## config.mk

```make
export PLATFORM = sky130hd
export DESIGN_NAME = hazard_ctrl
export DESIGN_NICKNAME = d
export VERILOG_FILES = /design/src/rtl/hazard_ctrl.sv
export SDC_FILE = /design/constraint.sdc
export NUM_CORES = 1
export LEC_CHECK = 0
export CAP_MARGIN = 15
export CORE_ASPECT_RATIO = 1.4
export CORE_UTILIZATION = 44
export DETAILED_ROUTE_END_ITERATION = 6
export PLACE_DENSITY = 0.81
export SYNTH_ARGS = -nofsm -noshare
export SYNTH_HDL_FRONTEND = slang
export SYNTH_SLANG_ARGS = --single-unit
```

## constraint.sdc

```tcl
create_clock -name clk_i -period 3.27 [get_ports clk_i]
set_input_delay 0.654 -clock clk_i [delete_from_list [all_inputs] [get_ports clk_i]]
set_output_delay 0.654 -clock clk_i [all_outputs]
set_load 0.02 [all_outputs]
```

## src/rtl/hazard_ctrl.sv

```systemverilog
// Pipeline sequencing controller for the 5-stage RV32 core: stage enables/flushes,
// load-use and memory-wait stalls, EX redirects, operand forwarding and debug counters.
module hazard_ctrl #(
    parameter int MEM_TIMEOUT = 16,
    parameter int CNT_W       = 16
) (
    input  logic             clk_i,
    input  logic             reset_i,
    input  logic [4:0]       fd_rs1_i,
    input  logic [4:0]       fd_rs2_i,
    input  logic             fd_uses_rs1_i,
    input  logic             fd_uses_rs2_i,
    input  logic [4:0]       de_rs1_i,
    input  logic [4:0]       de_rs2_i,
    input  logic [4:0]       de_rd_i,
    input  logic             de_mem_read_i,
    input  logic [4:0]       em_rd_i,
    input  logic             em_reg_write_i,
    input  logic [4:0]       mw_rd_i,
    input  logic             mw_reg_write_i,
    input  logic             e_pc_select_i,
    input  logic             dmem_req_i,
    input  logic             dmem_ready_i,
    output logic             pc_en_o,
    output logic             fd_en_o,
    output logic             de_en_o,
    output logic             em_en_o,
    output logic             mw_en_o,
    output logic             fd_flush_o,
    output logic             de_flush_o,
    output logic             mw_flush_o,
    output logic [1:0]       fwd_a_o,
    output logic [1:0]       fwd_b_o,
    output logic [1:0]       state_o,
    output logic [CNT_W-1:0] stall_cnt_o,
    output logic [CNT_W-1:0] flush_cnt_o,
    output logic             mem_timeout_o
);

    typedef enum logic [1:0] {
        ST_RUN        = 2'd0,
        ST_LOAD_STALL = 2'd1,
        ST_MEM_WAIT   = 2'd2,
        ST_REDIRECT   = 2'd3
    } state_t;

    localparam int WW = $clog2(MEM_TIMEOUT + 1);
    localparam logic [WW-1:0] WAIT_LAST = WW'(MEM_TIMEOUT - 1);
    localparam logic [WW-1:0] WAIT_MAX  = WW'(MEM_TIMEOUT);

    state_t           r_state;
    state_t           w_next_state;
    logic [CNT_W-1:0] r_stall_cnt;
    logic [CNT_W-1:0] r_flush_cnt;
    logic [WW-1:0]    r_wait_cnt;
    logic             r_mem_timeout;

    logic w_mem_stall;
    logic w_redirect;
    logic w_load_use;
    logic w_rs1_hit;
    logic w_rs2_hit;

    assign w_mem_stall = dmem_req_i & ~dmem_ready_i;
    // A redirect seen during a memory wait stays pending in the frozen EX stage.
    assign w_redirect  = e_pc_select_i & ~w_mem_stall;
    assign w_rs1_hit   = fd_uses_rs1_i & (fd_rs1_i == de_rd_i);
    assign w_rs2_hit   = fd_uses_rs2_i & (fd_rs2_i == de_rd_i);
    assign w_load_use  = de_mem_read_i & (de_rd_i != 5'd0) & (w_rs1_hit | w_rs2_hit)
                       & ~w_mem_stall & ~e_pc_select_i;

    always_comb begin
        w_next_state = ST_RUN;
        pc_en_o      = 1'b1;
        fd_en_o      = 1'b1;
        de_en_o      = 1'b1;
        em_en_o      = 1'b1;
        mw_en_o      = 1'b1;
        fd_flush_o   = 1'b0;
        de_flush_o   = 1'b0;
        mw_flush_o   = 1'b0;
        if (w_mem_stall) begin
            w_next_state = ST_MEM_WAIT;
            pc_en_o      = 1'b0;
            fd_en_o      = 1'b0;
            de_en_o      = 1'b0;
            em_en_o      = 1'b0;
            mw_flush_o   = 1'b1;
        end else if (w_redirect) begin
            w_next_state = ST_REDIRECT;
            fd_flush_o   = 1'b1;
            de_flush_o   = 1'b1;
        end else if (w_load_use) begin
            w_next_state = ST_LOAD_STALL;
            pc_en_o      = 1'b0;
            fd_en_o      = 1'b0;
            de_flush_o   = 1'b1;
        end
        // Hold every stage and keep bubbles loading while reset is asserted.
        if (reset_i) begin
            pc_en_o    = 1'b0;
            fd_en_o    = 1'b0;
            de_en_o    = 1'b0;
            em_en_o    = 1'b0;
            mw_en_o    = 1'b0;
            fd_flush_o = 1'b1;
            de_flush_o = 1'b1;
            mw_flush_o = 1'b1;
        end
    end

    always_comb begin
        fwd_a_o = 2'b00;
        fwd_b_o = 2'b00;
        if (em_reg_write_i && em_rd_i != 5'd0 && em_rd_i == de_rs1_i) begin
            fwd_a_o = 2'b10;
        end else if (mw_reg_write_i && mw_rd_i != 5'd0 && mw_rd_i == de_rs1_i) begin
            fwd_a_o = 2'b01;
        end
        if (em_reg_write_i && em_rd_i != 5'd0 && em_rd_i == de_rs2_i) begin
            fwd_b_o = 2'b10;
        end else if (mw_reg_write_i && mw_rd_i != 5'd0 && mw_rd_i == de_rs2_i) begin
            fwd_b_o = 2'b01;
        end
        if (reset_i) begin
            fwd_a_o = 2'b00;
            fwd_b_o = 2'b00;
        end
    end

    always_ff @(posedge clk_i or posedge reset_i) begin
        if (reset_i) begin
            r_state <= ST_RUN;
        end else begin
            r_state <= w_next_state;
        end
    end

    always_ff @(posedge clk_i or posedge reset_i) begin
        if (reset_i) begin
            r_stall_cnt   <= '0;
            r_flush_cnt   <= '0;
            r_wait_cnt    <= '0;
            r_mem_timeout <= 1'b0;
        end else begin
            if ((w_mem_stall || w_load_use) && r_stall_cnt != '1) begin
                r_stall_cnt <= r_stall_cnt + CNT_W'(1);
            end
            if (w_redirect && r_flush_cnt != '1) begin
                r_flush_cnt <= r_flush_cnt + CNT_W'(1);
            end
            if (w_mem_stall) begin
                if (r_wait_cnt != WAIT_MAX) begin
                    r_wait_cnt <= r_wait_cnt + WW'(1);
                end
                if (r_wait_cnt >= WAIT_LAST) begin
                    r_mem_timeout <= 1'b1;
                end
            end else begin
                r_wait_cnt <= '0;
            end
        end
    end

    assign state_o       = r_state;
    assign stall_cnt_o   = r_stall_cnt;
    assign flush_cnt_o   = r_flush_cnt;
    assign mem_timeout_o = r_mem_timeout;

endmodule

```

After elaboration in Yosys (flattened, before gate mapping)
Index checks and enable logic that the tools add are counted.
{"block": "word_totals", "wordCells": 71, "ff_bits": 40, "output_inout_bits": 47, "input_bits": 45}
{"block": "classes", "add_sub_neg": 3, "n_mux": 27, "n_lt_le_gt_ge": 1, "reduce_logical": 13, "n_eq_ne": 10, "n_bitwise": 12}
{"op": "$add A16 B1 Y16 const B", "count": 2}
{"op": "$ne A16 B16 Y1 const B", "count": 2}
{"op": "$eq A5 B5 Y1", "count": 6}
{"op": "$mux W1", "count": 19}
{"op": "$reduce_bool A5 Y1", "count": 3}
{"op": "$mux W2", "count": 6}
{"op": "$mux W5", "count": 2}
{"op": "$and A1 B1 Y1", "count": 8}
{"op": "$logic_and A1 B1 Y1", "count": 8}
{"op": "$add A5 B1 Y5 const B", "count": 1}
{"op": "$ge A5 B4 Y1 const B", "count": 1}
{"op": "$ne A5 B5 Y1 const B", "count": 1}
{"op": "$not A1 Y1", "count": 3}
{"op": "$ne A2 B1 Y1 const B", "count": 1}
{"op": "$reduce_and A2 Y1", "count": 1}
{"op": "$logic_or A1 B1 Y1", "count": 1}
{"op": "$or A1 B1 Y1", "count": 1}

Logic depth before layout (Yosys ltp)
Gate-level depths: netlist of the first run.
{"block": "depth", "depth_word": 10, "mapped_depth": 8, "depth_no_buf": 7}

Worst setup path after synthesis of the first run
No wires, ideal clock.
{"block": "synth_path", "path_type": "input -> output", "from": "in reset_i", "to": "out fwd_a_o[0]", "n_path_buf": 0, "path_stages": 4, "slack_ps": -423, "t_arrival_ps": 3039, "path_cell_list": "inv_1 -> o211ai_1 -> or4_1 -> nor4_1"}
{"block": "synth_via", "elab_chain_cells": 1}
{"item": "start, declared", "line": "8", "rtl": "input logic reset_i,"}
{"item": "$mux W2", "line": "125", "rtl": "if (reset_i) begin"}
{"item": "end, declared", "line": "32", "rtl": "output logic [1:0] fwd_a_o,"}
Every way passes these cells.

Final worst setup path of the first run
{"block": "layout_path", "from": "in em_rd_i[1]", "to": "out fwd_b_o[1]"}
{"block": "layout_via", "elab_chain_cells": 5, "word_cells_on_any_way": 6, "classes_between": "1 x eq/ne; 2 x mux; 3 x reduce/logical"}
{"item": "start, declared", "line": "17", "rtl": "input logic [4:0] em_rd_i,"}
{"item": "$reduce_bool A5 Y1", "line": "120", "rtl": "if (em_reg_write_i && em_rd_i != 5'd0 && em_rd_i == de_rs2_i) begin"}
{"item": "$logic_and A1 B1 Y1", "line": "120"}
{"item": "$logic_and A1 B1 Y1 *", "line": "120"}
{"item": "$mux W2 *", "line": "120"}
{"item": "$mux W2 *", "line": "125"}
{"item": "end, declared", "line": "33", "rtl": "output logic [1:0] fwd_b_o,"}
Every way passes the cells marked *; elsewhere a longest branch is shown, timed or not.

==> metrics, run 1 <==
Synthesized Nets=292; total core area=5160 um2; Util after Layout=0.706; initial antenna violation count=0; final net count=416; Worst R2R Path Depth=8; num ports=92; Setup Skew=6.92 ps; first-pass GRT wire length=9540 um; GR Util met2=0.419; drt drc=0; # diodes=0; Fin Setup TNS=0 ps; Die ar.=5650 um2; Crit Reg-Reg Startpoint=stall_cnt_o[0]; Setup-failing EPs final=0; r2r endpoint=stall_cnt_o[11]; most common cell after layout, fill and taps aside=clkdlybuf4s50_1; CTS tree=yes; post-synth top area share=0.426; DRT Wirelength=6000 um; met3 Use GR=0.0515; Max Cap Viol=0; Initial Utilization=0.456; Final min period=3190 ps; area delta synth->final=54.8%; Slew Viols, Final=0; Hold Path Origin=mem_timeout_o; switching fraction of total power=0.333; IO Port Bufs=91; CP Launch Type=input port; vias in the first global route=2168; Clock power frac=0.233; worst skew pair latency=290 ps; net switching power figure=0.563 mW; share of cells above drive strength 1=0.131; CP required=2620 ps; RSZ-0062 raised after global routing=false; CTS buffer count=5; R2R Setup Slk=850 ps; Worst Hold Path Cells=1; DP Area=3540 um2; Hold WS=474 ps; global-route track usage on met1=0.220; Area contributors post-synth=dfrtp_1 43%, xnor2_1 14%, xor2_1 8.2%, nand2_1 4.3%, nand3_1 3.2%; Sink Count=40; DP HPWL=4900 um; Setup Fix Bufs, Post-CTS=0; Final ANT Viol Nets=0; crit-path max FO=3; Pint=1.13 mW; CTS hold repair buffers=0; mean routed wirelength per cell=13.8 um; dominant synthesized flop cell=dfrtp_1; die height=88.5 um; largest net degree at the start of global routing=25; Seq pwr share=0.406; Final Hold Viols=0; clock slew at reported path FFs=70 ps; Seq cells post-synth=40; htree depth=2; Relative slew margins=0.600; busiest layer in global routing=met2; Setup Crit Path Kind=in -> out; Arrival @ worst endpoint=2540 ps; row count=31; Min-Delay Endpoint=mem_timeout_o; post-layout instance area=3640 um2; post-synth cell types=40; GP Congestion=0.832; Comb power frac=0.361; status=completed; Final Cycle Share=0.976; commonest non-fill, non-tap cells in the layout=86 x clkdlybuf4s50_1, 40 x dfrtp_1, 37 x xnor2_1; vias=2257; Synth async-reset ratio=1.00; GRT Total Usage=0.219; global route total overflow=0; largest area contributor in the netlist=dfrtp_1; Post-Syn Area=2350 um2; register area share after synthesis=0.426; Peak Freq=0.313 GHz; syn_area_per_cell=9.72 um2; clk buf depth=2; synthesized instance count=242; CTS Root Cell=clkbuf_8; Hold Path Class=reg -> reg; die width=63.8 um; Yosys warning count=0; pwr/cell area=464 nW/um2; IR drop worst, VDD=266 uV; Iter 0 DRT Violations=57; Pre-antenna DRT Iters=4; leakage=1.52 nW; worst-margin pin slew=596 ps; Setup crit end kind=output port; DR vias/cell=5.21; EDFF count, synth=0
==> cells in the mapped netlist (2+ instances only) <==
library cell and count:
nand2_1 27, or4_1 5, ha_1 5, nand3_1 15, a21oi_1 5, nor3_1 7
buf_4 2, xor2_1 22, nor2_1 14, dfrtp_1 40, o21ai_0 3, or2_2 2
xnor2_1 37, inv_1 10, or3_1 2, nand2b_1 2, nand4_1 8, and4_1 4
and3_1 4, nor4_1 6, o21bai_1 3
==> worst max-delay path: stages <==
cell and delay (ps):
clkdlybuf4s50_1 410, or4_1 520, o21ai_1 210, buf_4 150, nor4_1 40, clkdlybuf4s50_1 540
==> final cells by class <==
type	count	area, um2
Fill cell	429	1520
Multi-Input combinational cell	188	1280
Clock buffer	6	72.6
Sequential cell	40	1000
Clock inverter	2	35.0
Timing Repair Buffer	121	1130
Tap cell	66	82.6
Inverter	10	41.3
==> layer usage <==
layer  vias up  routed length [um]
met4         0                 198
li1       1082                   -
met2       105                3220
met3        17                 406
met1      1053                2180
met5         -                   0
==> power groups by stage <==
stage	clock, mW	sequential [mW]	combinational, mW
detailed placement	0	0.697	0.614
global placement	0	0.692	0.601
CTS	0.397	0.687	0.617
floorplan	0	0.781	0.196
global route	0.421	0.707	0.657
finish	0.393	0.686	0.609
==> per-stage QoR <==
stage	power (mW)	setup WS, ps	instances
6_report	1.69	79.3	433
5_1_grt	1.78	0.829	433
4_1_cts	1.70	63.4	433
3_5_place_dp	1.31	-307	425
3_3_place_gp	1.29	-292	425
2_1_floorplan	0.977	98.9	242
==> how the worst max path moves through the flow <==
stage	from	slack [ps]	to
6_report	em_rd_i[1]	80	fwd_b_o[1]
5_1_grt	em_rd_i[1]	0.8	fwd_b_o[1]
4_1_cts	em_rd_i[1]	60	fwd_b_o[0]
3_5_place_dp	em_rd_i[1]	-310	fwd_a_o[0]
3_3_place_gp	em_rd_i[1]	-290	fwd_a_o[0]
2_1_floorplan	reset_i	100	fwd_a_o[0]
==> sequential cells by signal, summed over array words and instances (netlist names) <==
signal         flops
flush_cnt_o       16
stall_cnt_o       16
r_wait_cnt         5
state_o            2
mem_timeout_o      1
==> cell families (layout without fill, tap and decap cells) <==
kind of cell | after synthesis | in the layout | synth area share
compound gates | 21 | 21 | 0.0644
flops | 40 | 40 | 0.426
simple gates | 101 | 101 | 0.225
fa+ha+maj | 5 | 5 | 0.0266
xor+xnor | 59 | 59 | 0.220
buf+inv | 14 | 139 | 0.0293
mux | 2 | 2 | 0.00957
==> what timing repair did <==
action	CTS	global route
gates resized for setup	6	7
setup endpoints to repair	7	3
gates cloned	0	0
(Power assumes the default switching activity.)
==> run 2, diff against run 1 <==
--- a/config.mk
+++ b/config.mk
@@ -8,6 +8,7 @@
 export CAP_MARGIN = 15
 export CORE_ASPECT_RATIO = 1.4
 export CORE_UTILIZATION = 44
+export CTS_CLUSTER_DIAMETER = 200
 export DETAILED_ROUTE_END_ITERATION = 6
 export PLACE_DENSITY = 0.81
 export SYNTH_ARGS = -nofsm -noshare
==> results of run 2 <==
The final DEF is identical to that of run 1; final timing and power are the same.
==> run 3, diff against run 2 <==
--- a/config.mk
+++ b/config.mk
@@ -10,6 +10,7 @@
 export CORE_UTILIZATION = 44
 export CTS_CLUSTER_DIAMETER = 200
 export DETAILED_ROUTE_END_ITERATION = 6
+export HOLD_SLACK_MARGIN = 0.1
 export PLACE_DENSITY = 0.81
 export SYNTH_ARGS = -nofsm -noshare
 export SYNTH_HDL_FRONTEND = slang
==> results of run 3 <==
The final DEF is identical to that of run 1; final timing and power are the same.
